==> src/rtl/id_ex_alu_issue.sv <==
// id_ex_alu_issue: decodes MIPS ALU-class instructions from ID and queues them
// in a 2-entry skid buffer that issues to the EX stage ALU.
// Ports:
//   clk, rst_n          clock, asynchronous active-low reset
//   flush               synchronous flush, drops every held entry
//   in_valid/in_ready   decode-side handshake (in_ready registered)
//   opcode, funct, rs_data, rt_data, imm16, rt_addr, rd_addr   decode inputs
//   out_valid/out_ready issue-side handshake
//   alu_a, alu_b, alu_s, alu_cin                                ALU controls
//   is_slt, is_branch, branch_ne, wr_en, wr_addr                EX/WB qualifiers
//   illegal             sticky unsupported-instruction flag
module id_ex_alu_issue #(
    parameter bit LOGIC_IMM_SEXT = 1'b0
) (
    input  logic        clk,
    input  logic        rst_n,
    input  logic        flush,
    input  logic        in_valid,
    output logic        in_ready,
    input  logic [5:0]  opcode,
    input  logic [5:0]  funct,
    input  logic [31:0] rs_data,
    input  logic [31:0] rt_data,
    input  logic [15:0] imm16,
    input  logic [4:0]  rt_addr,
    input  logic [4:0]  rd_addr,
    output logic        out_valid,
    input  logic        out_ready,
    output logic [31:0] alu_a,
    output logic [31:0] alu_b,
    output logic [2:0]  alu_s,
    output logic        alu_cin,
    output logic        is_slt,
    output logic        is_branch,
    output logic        branch_ne,
    output logic        wr_en,
    output logic [4:0]  wr_addr,
    output logic        illegal
);

    localparam int unsigned DW = 32;
    localparam int unsigned RW = 5;
    localparam int unsigned SW = 3;
    localparam int unsigned IW = 16;

    localparam logic [SW-1:0] ALU_XOR  = 3'b000;
    localparam logic [SW-1:0] ALU_ADD  = 3'b010;
    localparam logic [SW-1:0] ALU_SUB  = 3'b011;
    localparam logic [SW-1:0] ALU_OR   = 3'b100;
    localparam logic [SW-1:0] ALU_NOR  = 3'b101;
    localparam logic [SW-1:0] ALU_AND  = 3'b110;
    localparam logic [SW-1:0] ALU_ZERO = 3'b111;

    typedef struct packed {
        logic [DW-1:0] a;
        logic [DW-1:0] b;
        logic [SW-1:0] s;
        logic          cin;
        logic          slt;
        logic          br;
        logic          bne;
        logic          wen;
        logic [RW-1:0] waddr;
    } issue_t;

    typedef enum logic [1:0] {
        ST_EMPTY = 2'd0,
        ST_ONE   = 2'd1,
        ST_TWO   = 2'd2
    } state_t;

    state_t        r_state;
    state_t        w_next;
    issue_t        r_main;
    issue_t        r_skid;
    issue_t        w_dec;
    logic          w_dec_illegal;
    logic          r_out_valid;
    logic          r_in_ready;
    logic          r_illegal;
    logic          w_accept;
    logic          w_consume;
    logic          w_ld_main_dec;
    logic          w_ld_main_skid;
    logic          w_ld_skid;
    logic [DW-1:0] w_imm_sext;
    logic [DW-1:0] w_imm_zext;
    logic [DW-1:0] w_imm_logic;

    assign w_accept    = in_valid & r_in_ready;
    assign w_consume   = r_out_valid & out_ready;
    assign w_imm_sext  = {{(DW-IW){imm16[IW-1]}}, imm16};
    assign w_imm_zext  = {{(DW-IW){1'b0}}, imm16};
    assign w_imm_logic = LOGIC_IMM_SEXT ? w_imm_sext : w_imm_zext;

    // Instruction decode into the issue payload
    always_comb begin
        w_dec         = '0;
        w_dec.a       = rs_data;
        w_dec.b       = rt_data;
        w_dec.s       = ALU_ZERO;
        w_dec_illegal = 1'b0;
        unique case (opcode)
            6'b000000: begin
                w_dec.wen   = 1'b1;
                w_dec.waddr = rd_addr;
                unique case (funct)
                    6'b100000, 6'b100001: w_dec.s = ALU_ADD;
                    6'b100010, 6'b100011: begin
                        w_dec.s   = ALU_SUB;
                        w_dec.cin = 1'b1;
                    end
                    6'b100100: w_dec.s = ALU_AND;
                    6'b100101: w_dec.s = ALU_OR;
                    6'b100110: w_dec.s = ALU_XOR;
                    6'b100111: w_dec.s = ALU_NOR;
                    6'b101010: begin
                        w_dec.s   = ALU_SUB;
                        w_dec.cin = 1'b1;
                        w_dec.slt = 1'b1;
                    end
                    default: begin
                        w_dec.wen     = 1'b0;
                        w_dec_illegal = 1'b1;
                    end
                endcase
            end
            6'b001000, 6'b001001, 6'b100011: begin
                w_dec.s     = ALU_ADD;
                w_dec.b     = w_imm_sext;
                w_dec.wen   = 1'b1;
                w_dec.waddr = rt_addr;
            end
            6'b001010: begin
                w_dec.s     = ALU_SUB;
                w_dec.cin   = 1'b1;
                w_dec.slt   = 1'b1;
                w_dec.b     = w_imm_sext;
                w_dec.wen   = 1'b1;
                w_dec.waddr = rt_addr;
            end
            6'b001100, 6'b001101, 6'b001110: begin
                w_dec.s     = (opcode[1:0] == 2'b00) ? ALU_AND :
                              (opcode[1:0] == 2'b01) ? ALU_OR : ALU_XOR;
                w_dec.b     = w_imm_logic;
                w_dec.wen   = 1'b1;
                w_dec.waddr = rt_addr;
            end
            6'b101011: begin
                w_dec.s = ALU_ADD;
                w_dec.b = w_imm_sext;
            end
            6'b000100, 6'b000101: begin
                w_dec.s   = ALU_SUB;
                w_dec.cin = 1'b1;
                w_dec.br  = 1'b1;
                w_dec.bne = opcode[0];
            end
            6'b001111: begin
                w_dec.s     = ALU_OR;
                w_dec.a     = '0;
                w_dec.b     = {imm16, {(DW-IW){1'b0}}};
                w_dec.wen   = 1'b1;
                w_dec.waddr = rt_addr;
            end
            default: w_dec_illegal = 1'b1;
        endcase
    end

    // Skid buffer state register
    always_ff @(posedge clk or negedge rst_n) begin
        if (!rst_n) begin
            r_state <= ST_EMPTY;
        end else begin
            r_state <= w_next;
        end
    end

    // Skid buffer next-state and entry load controls
    always_comb begin
        w_next         = r_state;
        w_ld_main_dec  = 1'b0;
        w_ld_main_skid = 1'b0;
        w_ld_skid      = 1'b0;
        if (flush) begin
            w_next = ST_EMPTY;
        end else begin
            unique case (r_state)
                ST_EMPTY: begin
                    if (w_accept) begin
                        w_next        = ST_ONE;
                        w_ld_main_dec = 1'b1;
                    end
                end
                ST_ONE: begin
                    if (w_accept && w_consume) begin
                        w_ld_main_dec = 1'b1;
                    end else if (w_accept) begin
                        w_next    = ST_TWO;
                        w_ld_skid = 1'b1;
                    end else if (w_consume) begin
                        w_next = ST_EMPTY;
                    end
                end
                ST_TWO: begin
                    // in_ready is low here, so only a consume can happen
                    if (w_consume) begin
                        w_next         = ST_ONE;
                        w_ld_main_skid = 1'b1;
                    end
                end
                default: w_next = ST_EMPTY;
            endcase
        end
    end

    // Entry storage, handshake flags and sticky illegal flag
    always_ff @(posedge clk or negedge rst_n) begin
        if (!rst_n) begin
            r_main      <= '0;
            r_skid      <= '0;
            r_out_valid <= 1'b0;
            r_in_ready  <= 1'b0;
            r_illegal   <= 1'b0;
        end else begin
            if (w_ld_main_dec) begin
                r_main <= w_dec;
            end else if (w_ld_main_skid) begin
                r_main <= r_skid;
            end
            if (w_ld_skid) begin
                r_skid <= w_dec;
            end
            r_out_valid <= (w_next != ST_EMPTY);
            r_in_ready  <= (w_next != ST_TWO);
            if (w_accept && !flush && w_dec_illegal) begin
                r_illegal <= 1'b1;
            end
        end
    end

    assign in_ready  = r_in_ready;
    assign out_valid = r_out_valid;
    assign illegal   = r_illegal;
    assign alu_a     = r_main.a;
    assign alu_b     = r_main.b;
    assign alu_s     = r_main.s;
    assign alu_cin   = r_main.cin;
    assign is_slt    = r_main.slt;
    assign is_branch = r_main.br;
    assign branch_ne = r_main.bne;
    assign wr_en     = r_main.wen;
    assign wr_addr   = r_main.waddr;

endmodule
==> config.mk <==
export PLATFORM = sky130hd
export DESIGN_NAME = id_ex_alu_issue
export DESIGN_NICKNAME = d
export VERILOG_FILES = /design/src/rtl/id_ex_alu_issue.sv
export SDC_FILE = /design/constraint.sdc
export NUM_CORES = 1
export LEC_CHECK = 0
export BUFFER_PORTS_ARGS = -buffer_cell sky130_fd_sc_hd__clkbuf_2
export CORE_ASPECT_RATIO = 0.7
export CORE_MARGIN = 2
export CORE_UTILIZATION = 50
export CTS_CLUSTER_DIAMETER = 40
export DETAILED_ROUTE_END_ITERATION = 10
export PLACE_DENSITY = 0.81
export SYNTH_ARGS = -nofsm -noshare
export SYNTH_HDL_FRONTEND = slang
export SYNTH_SLANG_ARGS = --single-unit
==> constraint.sdc <==
create_clock -name clk -period 2 [get_ports clk]
set_input_delay 0.2 -clock clk [delete_from_list [all_inputs] [get_ports clk]]
set_output_delay 0.2 -clock clk [all_outputs]
set_load 0.01 [all_outputs]
## After elaboration in Yosys (flattened, before gate mapping)

Index checks and enable logic that the tools add are counted.

- Equal/unequal tests: 24
- Multiplexer cells: 34
- Bitwise operators: 2
- Reduce and logical (&&, ||, !) cells: 19

Operator list:

| kind | count |
|---|---|
| 77-bit 2-to-1 mux | 2 |
| 32-bit case mux with 3 select lines | 1 |
| 6-bit equality test (second input constant) | 11 |
| 6-bit by 4-bit equality test with 1-bit output (second input constant) | 7 |
| 32-bit 2-to-1 mux | 1 |
| 3-bit case mux with 6 select lines | 1 |
| 3-bit case mux with 5 select lines | 1 |
| 2-bit 2-to-1 mux | 7 |
| 1-bit 2-to-1 mux | 13 |
| 6-bit by 3-bit equality test with 1-bit output (second input constant) | 2 |
| 6-bit case mux with 2 select lines | 1 |
| 11-bit OR reduction | 1 |
| 3-bit OR reduction | 3 |
| 9-bit OR reduction | 1 |
| 1-bit case mux with 2 select lines | 4 |
| 8-bit OR reduction | 1 |
| 6-bit zero test | 1 |
| 3-bit 2-to-1 mux | 2 |
| 2-bit case mux with 3 select lines | 1 |
| 5-bit OR reduction | 1 |
| 2-bit by 1-bit equality test with 1-bit output (second input constant) | 2 |
| 2-bit zero test | 2 |
| 2-bit nonzero test | 2 |
| 2-bit OR reduction | 2 |
| 6 further kinds | 9 |

- Flip-flop bits (word level): 159
- Input port bits: 107
- Output and inout port bits: 80
- Word-level logic and storage cells: 101

## Longest topological paths before layout

Gate-level depths: netlist of the first run.

- Depth in word-level cells: 7
- Mapped depth: 7
- Depth with buffers taken out: 5

## Worst setup path before layout of the first run

Ideal clock, no wire load.

- Path type: reg2reg
- Start point: register r_state[0]
- End point: register r_main (netlist bit alu_b[24])
- Library setup time: 132 ps
- Arrival time: 1572 ps
- Data required time: 1868 ps
- Path slack: 296 ps
- Stages on the path, launching flop included: 8
- Path buffers: 2
- Period minus slack after synthesis: 1704 ps
- Cells stage by stage: dfrtp_1 -> nand2b_1 -> or3_1 -> buf_2 -> buf_6 -> mux2_4 -> nand2_1 -> o21ai_1

- Word-level cells in the longest chain between the ends: 4
- Elaborated cells between the ends (all ways): 9
- Those cells by class: 2 x eq/ne; 5 x mux; 2 x reduce/logical

RTL lines:

| item | line | text |
|---|---|---|
| from (decl) | 72 | `state_t r_state;` |
| from (signal assigned) | 175 | `r_state <= w_next;` |
| 2-bit by 1-bit equality test with 1-bit output (tied with other cells) | 188 | `unique case (r_state)` |
| 1-bit case mux with 2 select lines or 1-bit 2-to-1 mux (tied branches) | 188 |  |
| 1-bit 2-to-1 mux | 185 | `if (flush) begin` |
| 77-bit 2-to-1 mux or 2-bit nonzero test (tied branches) | - |  |
| to (signal assigned) | 227 | `r_main <= w_dec;` |
| to (signal assigned) | 229 | `r_main <= r_skid;` |
| to (decl) | 74 | `issue_t r_main;` |

Parallel ways exist; a longest one is shown, timed or not.
A chain may end at the register's enable or synchronous reset.

## Worst setup path in the final report of the first run

- Start point: register r_state[0]
- End point: register r_main (netlist bit alu_b[2])

Same word-level chain as after synthesis.

==> Flow_metrics.wiki, run 1 <==
{| class="wikitable"
! Metric !! Value
|-
| Status || finished, final reports clean
|-
| Clock period minus worst slack || roughly 1800 ps
|-
| Total setup violations reported at the end of the flow || 0
|-
| Worst path setup slack after routing || 166 ps
|-
| Mean post-synth cell area || between 9 and 10 um2
|-
| Setup Skew || around 14 ps
|-
| Leading post-synthesis cells by instance count || nand2_1, dfrtp_1, o21ai_0
|-
| Endpoint class of the critical path || flip-flop
|-
| Initial antenna violation count || 0
|-
| TritonCTS clock tree || yes
|-
| Most used DFF post-synth || dfrtp_1
|-
| Initial Utilization || 50.7%
|-
| Type of origin of the critical path || flip-flop
|-
| Maximum Capacitance Violations || 0
|-
| Largest cells by area after synthesis || dfrtp_1, nand2_1, o21ai_0
|-
| Final core utilization || 63.6%
|-
| Global-route wire length before repair || between 30000 and 40000 um
|-
| Leading cell type by number of instances after synthesis || nand2_1
|-
| CTS sink cnt || 159
|-
| Share of post-route cells with drive strength above 1 || 32.0%
|-
| HP Class || in -> reg
|-
| Number of register bits inferred by synthesis || 159
|-
| Power per cell area || 1190 mW/mm2
|-
| Clock transition time at the flip-flop clock pins of the worst setup and hold paths || 70 ps
|-
| Diode insertion count for antenna repair || 0
|-
| IO Port Bufs || 186
|-
| Yosys synthesis warning count || 0
|-
| Filler Cells Inserted || 1207
|-
| Std-Cell Core Area || 0.0146 mm2
|-
| Routed wire length || around 19000 um
|-
| Die boundary height || 106 um
|-
| Arrival time worst endpoint || 2110 ps
|-
| Headroom to the max-slew limit || 24.9%
|-
| H-tree depth reported by CTS || 4
|-
| DRC Markers || 0
|-
| Post-synthesis cell type count || 54
|-
| Number of global-route vias before repair || 6078
|-
| Global Route Usage Sum || 25.1%
|-
| Via total after detailed routing || 6409
|-
| Setup repair after global routing missed its margin || no
|-
| Source-to-sink clock delay at the later pin of the worst-skew pair || between 400 and 500 ps
|-
| Final nets || 1049
|-
| Syn Inst Count || 762
|-
| Synthesis-to-finish area growth || 25.4%
|-
| Leakage || roughly 4.6 nW
|-
| Worst path bufs/invs || 1
|-
| Synth Net Count || around 870
|-
| Worst-case setup slack after placement || 83.8 ps
|-
| Die area || 0.0158 mm2
|-
| Global routing usage on met3 || 5.63%
|-
| Cell at the root of the clock tree || clkbuf_16
|-
| Cell chain of the critical path || nand2b_1 > or3_2 > buf_12 > mux2_2 > nand2_1 > o21ai_0
|-
| # Post-CTS Setup Buffers || 0
|-
| Fin. max-slew vios || 0
|-
| Most Used Layer, Global Route || met2
|-
| TritonRoute pass-1 iters || 5
|-
| Residual overflow from global routing || 0
|-
| Part of the cycle the worst path needs || a little over 90%
|-
| Maximum clock frequency || 545 MHz
|-
| Number of I/O pins || 187
|-
| Average detailed-routed wire length per instance || ~16 um
|-
| Worst Path Max Fanout || 61
|-
| Synth area leader || dfrtp_1
|-
| Maximum number of pins on one net before global-route repair || 62
|-
| Required time worst endpoint || 2280 ps
|-
| Top delay family on crit path || simple AND/OR/NAND/NOR gates
|-
| Total CTS buffers || 17
|-
| Cell row count || 37
|-
| Met1 layer usage reported by global route || 37.2%
|-
| Crit-path max cell delay || 450 ps
|-
| Number of synthesized flops with an enable pin || 0
|-
| Type of the worst setup path || reg -> reg
|-
| Met2 usage in global routing || 37.4%
|-
| Sum of net half-perimeters after detailed placement || approximately 13000 um
|-
| Post-synth ARST share || 100%
|-
| Antenna Violating Nets Remaining || 0
|-
| CP max stage cell || or3_2
|-
| Tightest Pin Transition || 1130 ps
|-
| Peak supply drop || 0.691 mV
|-
| Area share of the leading cell type in the synthesized netlist || ~54%
|-
| Maximum clock path buffer count || 2
|-
| Per-cell via count in the routed design || 5.57
|-
| Starting DRT DRC Count || 476
|-
| Sequential share of the synthesized area || 53.8%
|-
| X dimension of the die || 149 um
|-
| TNS Setup || 0 ps
|-
| Area of the mapped netlist || roughly 0.0074 mm2
|-
| Final estimated routing congestion in global placement || 0.906
|-
| Hold violation total from the final report || 0
|}
worst min-delay path: cells and delay by family:
family          cells  cell delay [ps]
buf+inv             1               90
simple gates        1               40
compound gates      1               60
through the flow:
stage	cells	instance area, um2	hold slack (ps)	power [mW]
2_1_floorplan	762	7400	-95.6	6.64
3_3_place_gp	1117	8680	203	7.74
3_5_place_dp	1117	8680	208	7.89
4_1_cts	1150	9270	3.20	11.1
5_1_grt	1150	9280	21.0	11.8
6_report	1150	9280	21.0	11.0
registers in the layout, indices dropped and copies added, names as in the netlist, 2 cells and up:
name and flops:
alu_a 32, alu_b 32, alu_s 3, r_skid 77, r_state 2, wr_addr 5
layout by cell type (no fill, tap or decap), types with 5 or more instances in the layout:
cell | synthesis | final
a21oi_1 | 32 | 32
a221oi_1 | 13 | 13
a221oi_2 | 8 | 8
a22oi_1 | 36 | 36
a31oi_1 | 32 | 32
buf_12 | 0 | 7
buf_4 | 4 | 28
clkbuf_16 | 0 | 17
clkbuf_2 | 0 | 185
dfrtp_1 | 159 | 159
inv_1 | 6 | 6
inv_6 | 0 | 5
mux2_2 | 6 | 6
mux2_4 | 21 | 21
nand2_1 | 207 | 205
nand2b_1 | 6 | 6
nor2_1 | 9 | 9
nor3_1 | 7 | 7
o21ai_0 | 77 | 77
o21ai_1 | 37 | 37
per-layer routing:
layer	share of wire, %	vias to the layer above
li1	-	3077
met1	46	3043
met2	44	267
met3	8.0	22
met4	1.1	0
met5	0	-
final timing paths:
kind	slack, ps	end	depth (start not counted)	start
setup / recovery	170	alu_b[2]	6	r_state[0]
hold / removal	20	r_skid[66]	3	rs_data[21]
setup reg to reg	170	alu_b[2]	6	r_state[0]
hold reg to reg	470	illegal	1	illegal
max in group asynchronous	1030	alu_b[9]	3	rst_n
min in group asynchronous	310	alu_a[6]	2	rst_n
where the power goes:
| part | total, mW | internal (mW) | switching [mW] | leakage, nW |
|---|---|---|---|---|
| clock network | 3.21 | 1.80 | 1.41 | 0.284 |
| registers | 5.06 | 4.40 | 0.665 | 1.95 |
| logic | 2.77 | 1.29 | 1.48 | 2.37 |
| total | 11.0 | 7.48 | 3.56 | 4.61 |
area by class of cell:
| class | count | area [um2] | share of cell area (%) |
|---|---|---|---|
| Clock buffer | 18 | 439 | 4.73 |
| Clock inverter | 14 | 145 | 1.56 |
| Inverter | 6 | 22.5 | 0.243 |
| Multi-Input combinational cell | 535 | 3140 | 33.8 |
| Sequential cell | 159 | 3980 | 42.9 |
| Tap cell | 195 | 244 | 2.63 |
| Timing Repair Buffer | 223 | 1310 | 14.1 |
kinds of logic (layout without fill, tap and decap cells):
group,Yosys count,in the layout,synth area share [%]
flip-flops,159,159,53.8
multiplexers,29,29,5.46
AND/OR/NAND/NOR,248,248,14.3
buffers and inverters,68,261,4.41
AO/OA/AOI/OAI,257,257,21.9
XOR/XNOR,1,1,0.118
what timing repair did:
action / 4_1_cts / 5_1_grt
hold buffers: 1 / 0
setup endpoints to repair: 0 / 8
gates resized for setup: 0 / 1
hold endpoints to repair: 50 / 0
Note: power is estimated with default switching activity, not from simulation.
==> inputs of run 2 (changes only) <==
Settings changed: RECOVER_POWER from default to 25.
==> run 2 against run 1 <==
  * Via count is 0.19% lower
  * Sequential share of layout area up 0.093 points
  * Cell area shrank 0.22%
  * Clock-buffer cell count did not move
  * Global-route usage did not move
  * Non-clock buffer count unchanged
  * Setup slack about the same
  * Critical path depth is the same
  * Clock power hardly changed
  * Combinational power barely moved
  * Critical endpoint unchanged
  * Highest routed layer unchanged
==> Flow_metrics.wiki, run 2 (synthesis gave the netlist of run 1 again) <==
{| class="wikitable"
! Metric !! Value
|-
| Cell chain of the critical path || nand2b_1 > or3_2 > buf_12 > mux2_2 > nand2_1 > o21ai_0
|-
| Endpoint class of the critical path || flip-flop
|-
| Fin. max-slew vios || 0 (unchanged)
|-
| R2R cell count || 6 (unchanged)
|-
| Via total after detailed routing || 6397 (-0.19%)
|-
| TritonRoute pass-1 iters || 5 (unchanged)
|-
| Total setup violations reported at the end of the flow || 0 (unchanged)
|-
| Starting DRT DRC Count || 475 (-0.21%)
|-
| Maximum Capacitance Violations || 0 (unchanged)
|-
| CP max stage cell || or3_2
|-
| Hold violation total from the final report || 0 (unchanged)
|-
| Top delay family on crit path || simple AND/OR/NAND/NOR gates
|-
| Std-Cell Core Area || 0.0146 mm2 (unchanged)
|-
| DRC Markers || 0 (unchanged)
|-
| Worst Path Max Fanout || 61 (unchanged)
|-
| Global Route Usage Sum || 25.1% (unchanged)
|-
| Total CTS buffers || 17 (unchanged)
|-
| Antenna Violating Nets Remaining || 0 (unchanged)
|-
| Clock period minus worst slack || 1830 ps (-0.408 ps)
|-
| Arrival time worst endpoint || 2110 ps (about the same)
|-
| Maximum number of pins on one net before global-route repair || 62 (unchanged)
|-
| Clock transition time at the flip-flop clock pins of the worst setup and hold paths || 70 ps (about the same)
|-
| HP Class || in -> reg
|-
| Source-to-sink clock delay at the later pin of the worst-skew pair || 420 ps (about the same)
|-
| Tightest Pin Transition || 1430 ps (+307 ps)
|-
| H-tree depth reported by CTS || 4 (unchanged)
|-
| Headroom to the max-slew limit || 4.46% (-20 points)
|-
| Part of the cycle the worst path needs || 91.7% (about the same)
|-
| TritonCTS clock tree || yes
|-
| IO Port Bufs || 186 (unchanged)
|-
| Die boundary height || 106 um (unchanged)
|-
| R2R setup slack || 170 ps (about the same)
|-
| Type of origin of the critical path || flip-flop
|-
| Worst path bufs/invs || 1 (unchanged)
|-
| Final estimated routing congestion in global placement || 0.906 (unchanged)
|-
| Sum of net half-perimeters after detailed placement || 13100 um (unchanged)
|-
| Number of gates on the worst path with buffers counted || 6 (unchanged)
|-
| Register with the most flip-flops || r_skid
|-
| X dimension of the die || 149 um (unchanged)
|-
| Global-route wire length before repair || 31100 um (unchanged)
|-
| Residual overflow from global routing || 0 (unchanged)
|-
| Final nets || 1049 (unchanged)
|-
| Setup repair after global routing missed its margin || no
|-
| Number of I/O pins || 187 (unchanged)
|-
| Commonest cells after routing, fill and taps aside || nand2_1, clkbuf_2, dfrtp_1, o21ai_0, o21ai_1
|-
| Initial antenna violation count || 0 (unchanged)
|-
| Depth of the worst hold-timing path || 3 (unchanged)
|-
| Power per cell area || 1190 mW/mm2 (+0.18%)
|-
| Routed wire length || 18900 um (about the same)
|-
| # Post-CTS Setup Buffers || 0 (unchanged)
|-
| Diode insertion count for antenna repair || 0 (unchanged)
|-
| Peak supply drop || 0.692 mV (+0.19%)
|-
| Maximum clock frequency || 546 MHz (about the same)
|-
| CTS sink cnt || 159 (unchanged)
|-
| Commonest non-fill, non-tap cell in the layout || nand2_1
|-
| Cell row count || 37 (unchanged)
|-
| Flip-flop count of the largest register after layout || 77 (unchanged)
|-
| Crit-path max cell delay || 450 ps (about the same)
|-
| Status || finished, final reports clean
|-
| Maximum clock path buffer count || 2 (unchanged)
|-
| Initial Utilization || 50.7% (unchanged)
|-
| Leakage || 4.60 nW (-0.14%)
|-
| Cell at the root of the clock tree || clkbuf_16
|-
| TNS Setup || 0 ps (unchanged)
|-
| Number of global-route vias before repair || 6078 (unchanged)
|-
| Synthesis-to-finish area growth || 25.1%
|-
| Share of post-route cells with drive strength above 1 || 32.0% (unchanged)
|-
| Type of the worst setup path || reg -> reg
|-
| Required time worst endpoint || 2280 ps (about the same)
|-
| Die area || 0.0158 mm2 (unchanged)
|-
| Setup Skew || 14.4 ps (+0.000400 ps)
|-
| Average detailed-routed wire length per instance || 16.5 um (about the same)
|-
| Filler Cells Inserted || 1210 (+0.25%)
|-
| Total power || 11.0 mW (about the same)
|-
| Per-cell via count in the routed design || 5.56 (-0.19%)
|}
==> run 2: changes by cell type in the layout (fill, tap and decap cells not counted) <==
cell / delta
buf_12: -1
buf_4: -2
clkbuf_2: +3
==> run 2: area by class of cell <==
type	count	area, um2	share of cell area, %
Clock buffer	18	439	4.74
Clock inverter	14	145	1.57
Inverter	6	22.5	0.243
Multi-Input combinational cell	535	3140	33.9
Sequential cell	159	3980	43.0
Tap cell	195	244	2.64
Timing Repair Buffer	223	1290	13.9
==> run 2: worst paths after layout <==
check | from | to
setup / recovery | r_state[0] | alu_b[2]
hold / removal | rs_data[21] | r_skid[66]
setup reg to reg | r_state[0] | alu_b[2]
hold reg to reg | illegal | illegal
max in group asynchronous | rst_n | r_skid[37]
min in group asynchronous | rst_n | alu_a[6]
==> run 2: worst reg2reg max path, stage by stage, from the launching register on <==
cell	delay, ps
dfrtp_1	370
nand2b_1	150
or3_2	450
buf_12	260
mux2_2	320
nand2_1	70
o21ai_0	90
==> run 2: layer usage <==
| metal | routed length (um) | track usage, % | part of all wire, % | vias up |
|---|---|---|---|---|
| met5 | 0 | 0 | 0 | - |
| li1 | - | - | - | 3077 |
| met4 | 206 | 5.99 | 1.1 | 0 |
| met3 | 1500 | 5.63 | 7.9 | 22 |
| met1 | 8820 | 37.2 | 47 | 3035 |
| met2 | 8410 | 37.4 | 44 | 263 |
==> run 2: timing repair <==
item                                    CTS  global route
resized for setup                         0             1
endpoints found under the setup margin    0             8
endpoints found under the hold margin    50             0
hold buffers                              1             0
==> run 2: power by group <==
group / internal (mW) / switching, mW / total, mW
clock network: 1.80 / 1.41 / 3.21
registers: 4.40 / 0.664 / 5.06
logic: 1.29 / 1.48 / 2.77
total: 7.48 / 3.56 / 11.0
==> run 2: metrics by stage <==
stage	utilization (%)	area [um2]	hold slack [ps]	setup WS (ps)	std cells
3_3_place_gp	59.5	8680	203	106	1117
2_1_floorplan	-	7400	-95.6	296	762
6_report	63.5	9260	20.6	167	1150
4_1_cts	63.6	9270	3.20	152	1150
5_1_grt	63.5	9260	21.0	51.9	1150
3_5_place_dp	59.5	8680	208	83.8	1117
==> inputs of run 3 (changes only) <==
Settings changed: BUFFER_PORTS_ARGS -buffer_cell sky130_fd_sc_hd__clkbuf_2 to -buffer_cell sky130_fd_sc_hd__buf_2.
==> run 3 against run 2 <==
  * Maximum frequency is 0.41% higher
  * Register-to-register slack hardly changed
  * Final cell count is 0.78% lower
  * Non-clock buffer count is 7 lower
  * Via count hardly changed
  * Utilization hardly changed
  * Largest cell class unchanged
==> Flow_metrics.wiki, run 3 (synthesis gave the netlist of run 1 again) <==
{| class="wikitable"
! Metric !! Value
|-
| Clock transition time at the flip-flop clock pins of the worst setup and hold paths || 70 ps (about the same)
|-
| Leakage || 4.56 nW (-0.91%)
|-
| Residual overflow from global routing || 0 (unchanged)
|-
| Hold violation total from the final report || 0 (unchanged)
|-
| Endpoint class of the critical path || flip-flop
|-
| HP Class || in -> reg
|-
| Final non-filler cell area || 0.00926 mm2 (about the same)
|-
| Required time worst endpoint || 2290 ps (about the same)
|-
| Number of I/O pins || 187 (unchanged)
|-
| TritonRoute pass-1 iters || 5 (unchanged)
|-
| Cell at the root of the clock tree || clkbuf_16
|-
| Source-to-sink clock delay at the later pin of the worst-skew pair || 420 ps (about the same)
|-
| Share of post-route cells with drive strength above 1 || 31.4% (-0.65 points)
|-
| Die area || 0.0158 mm2 (unchanged)
|-
| Antenna Violating Nets Remaining || 0 (unchanged)
|-
| Sequential power share || 44.8% (-1.0 points)
|-
| Register with the most flip-flops || r_skid
|-
| Average detailed-routed wire length per instance || 16.8 um (+2.3%)
|-
| Net switching fraction of the power || 30.6% (-1.7 points)
|-
| R2R cell count || 6 (unchanged)
|-
| TritonCTS clock tree || yes
|-
| Maximum Capacitance Violations || 0 (unchanged)
|-
| Sum of net half-perimeters after detailed placement || 13000 um (-0.87%)
|-
| Setup Skew || 8.93 ps (-5.47 ps)
|-
| Std-Cell Core Area || 0.0146 mm2 (unchanged)
|-
| Arrival time worst endpoint || 2110 ps (about the same)
|-
| Commonest cells after routing, fill and taps aside || nand2_1, buf_2, dfrtp_1, o21ai_0, o21ai_1
|-
| Routed wire length || 19200 um (+1.5%)
|-
| IO Port Bufs || 186 (unchanged)
|-
| Post-place instance area || 0.00864 mm2 (-0.46%)
|-
| Filler Cells Inserted || 1173 (-3.1%)
|-
| Type of the worst setup path || reg -> reg
|-
| Initial Utilization || 50.7% (unchanged)
|-
| Hold Worst Slack || 33.4 ps (+12.8 ps)
|-
| Status || finished, final reports clean
|-
| Final nets || 1042 (-0.67%)
|-
| Type of origin of the critical path || flip-flop
|-
| Part of the cycle the worst path needs || 91.3% (-0.38 points)
|-
| Initial antenna violation count || 0 (unchanged)
|-
| Synthesis-to-finish area growth || 25.2% (about the same)
|-
| Flip-flop count of the largest register after layout || 77 (unchanged)
|-
| Total CTS buffers || 17 (unchanged)
|-
| Depth of the worst hold-timing path || 3 (unchanged)
|-
| Power per cell area || 1220 mW/mm2 (+2.4%)
|-
| TNS Setup || 0 ps (unchanged)
|-
| Starting DRT DRC Count || 451 (-5.1%)
|-
| DRC Markers || 0 (unchanged)
|-
| X dimension of the die || 149 um (unchanged)
|-
| Maximum number of pins on one net before global-route repair || 77 (+24%)
|-
| Global-route wire length before repair || 31100 um (about the same)
|-
| Diode insertion count for antenna repair || 0 (unchanged)
|-
| Clock period minus worst slack || 1830 ps (-7.54 ps)
|-
| Die boundary height || 106 um (unchanged)
|-
| Headroom to the max-slew limit || 23.1% (+19 points)
|-
| Maximum clock path buffer count || 2 (unchanged)
|-
| Per-cell via count in the routed design || 5.61 (+0.84%)
|-
| Maximum clock frequency || 548 MHz (+0.41%)
|-
| Final estimated routing congestion in global placement || 0.896 (-1.2%)
|-
| Tightest Pin Transition || 1150 ps (-280 ps)
|-
| Via total after detailed routing || 6400 (+0.047%)
|-
| Fin. max-slew vios || 0 (unchanged)
|-
| Total setup violations reported at the end of the flow || 0 (unchanged)
|-
| Footprint of the flip-flops and latches || 0.00398 mm2 (unchanged)
|-
| Number of global-route vias before repair || 5971 (-1.8%)
|-
| Setup repair after global routing missed its margin || no
|-
| Final core utilization || 63.5% (about the same)
|-
| Worst Path Max Fanout || 61 (unchanged)
|-
| CTS sink cnt || 159 (unchanged)
|-
| Total power || 11.3 mW (+2.5%)
|-
| Commonest non-fill, non-tap cell in the layout || nand2_1
|-
| Cell row count || 37 (unchanged)
|-
| Clock network fraction of design power || 30.8% (+1.7 points)
|-
| H-tree depth reported by CTS || 4 (unchanged)
|-
| Multi-input combinational cell area || 0.00314 mm2 (unchanged)
|-
| Combinational share of power || 24.5% (-0.6 points)
|-
| Net Switching || 3.46 mW (-2.8%)
|-
| # Post-CTS Setup Buffers || 0 (unchanged)
|-
| Design internal power || 7.85 mW (+5.0%)
|-
| Global Route Usage Sum || 25.0% (about the same)
|-
| Peak supply drop || 0.577 mV (-17%)
|}
==> run 3: per-stage QoR <==
step / instances / worst slack (ps)
2_1_floorplan: 762 / 296
3_3_place_gp: 1110 / 184
3_5_place_dp: 1110 / 14.7
4_1_cts: 1141 / 165
5_1_grt: 1141 / 96.9
6_report: 1141 / 174
==> run 3: repair_timing <==
| action | CTS | global route |
|---|---|---|
| hold endpoints to repair | 39 | 0 |
| gates resized for setup | 0 | 0 |
| hold buffers | 1 | 0 |
==> run 3: worst paths after layout <==
| kind | from | slack [ps] | end |
|---|---|---|---|
| worst max register to register | r_state[0] | 170 | alu_b[24] |
| max in group asynchronous | rst_n | 400 | alu_cin |
| worst min register to register | illegal | 480 | illegal |
| worst min-delay path | rs_data[16] | 30 | r_skid[61] |
| worst max-delay path | r_state[0] | 170 | alu_b[24] |
| min in group asynchronous | rst_n | 560 | r_skid[47] |
==> run 3: power groups by stage <==
stage / registers, mW / logic [mW] / clock network [mW]
after floorplan: 5.20 / 1.44 / 0
after global placement: 5.03 / 2.69 / 0
after detailed placement: 5.09 / 2.79 / 0
after CTS: 5.06 / 2.81 / 3.52
after global routing: 5.19 / 3.13 / 3.67
final: 5.06 / 2.77 / 3.48
==> run 3: final cells by class <==
class                           count  share of cell area (%)
Multi-Input combinational cell    535                    33.9
Timing Repair Buffer              216                    13.5
Clock buffer                       19                    4.89
Inverter                            6                   0.243
Sequential cell                   159                    43.0
Clock inverter                     11                    1.93
Tap cell                          195                    2.63
==> run 3: critical path, cell delays in order, from the launching register on <==
cell	delay (ps)
dfrtp_1	380
nand2b_1	150
or3_2	440
buf_12	240
mux2_4	330
nand2_1	60
o21ai_1	70
==> run 3: routing by layer <==
metal / vias up / GRT usage, % / routed length (um) / part of all wire, %
met1: 3080 / 37.5 / 9050 / 47
met5: - / 0 / 0 / 0
met3: 22 / 5.06 / 1420 / 7.4
met2: 238 / 37.5 / 8490 / 44
met4: 0 / 5.78 / 251 / 1.3
li1: 3060 / - / - / -
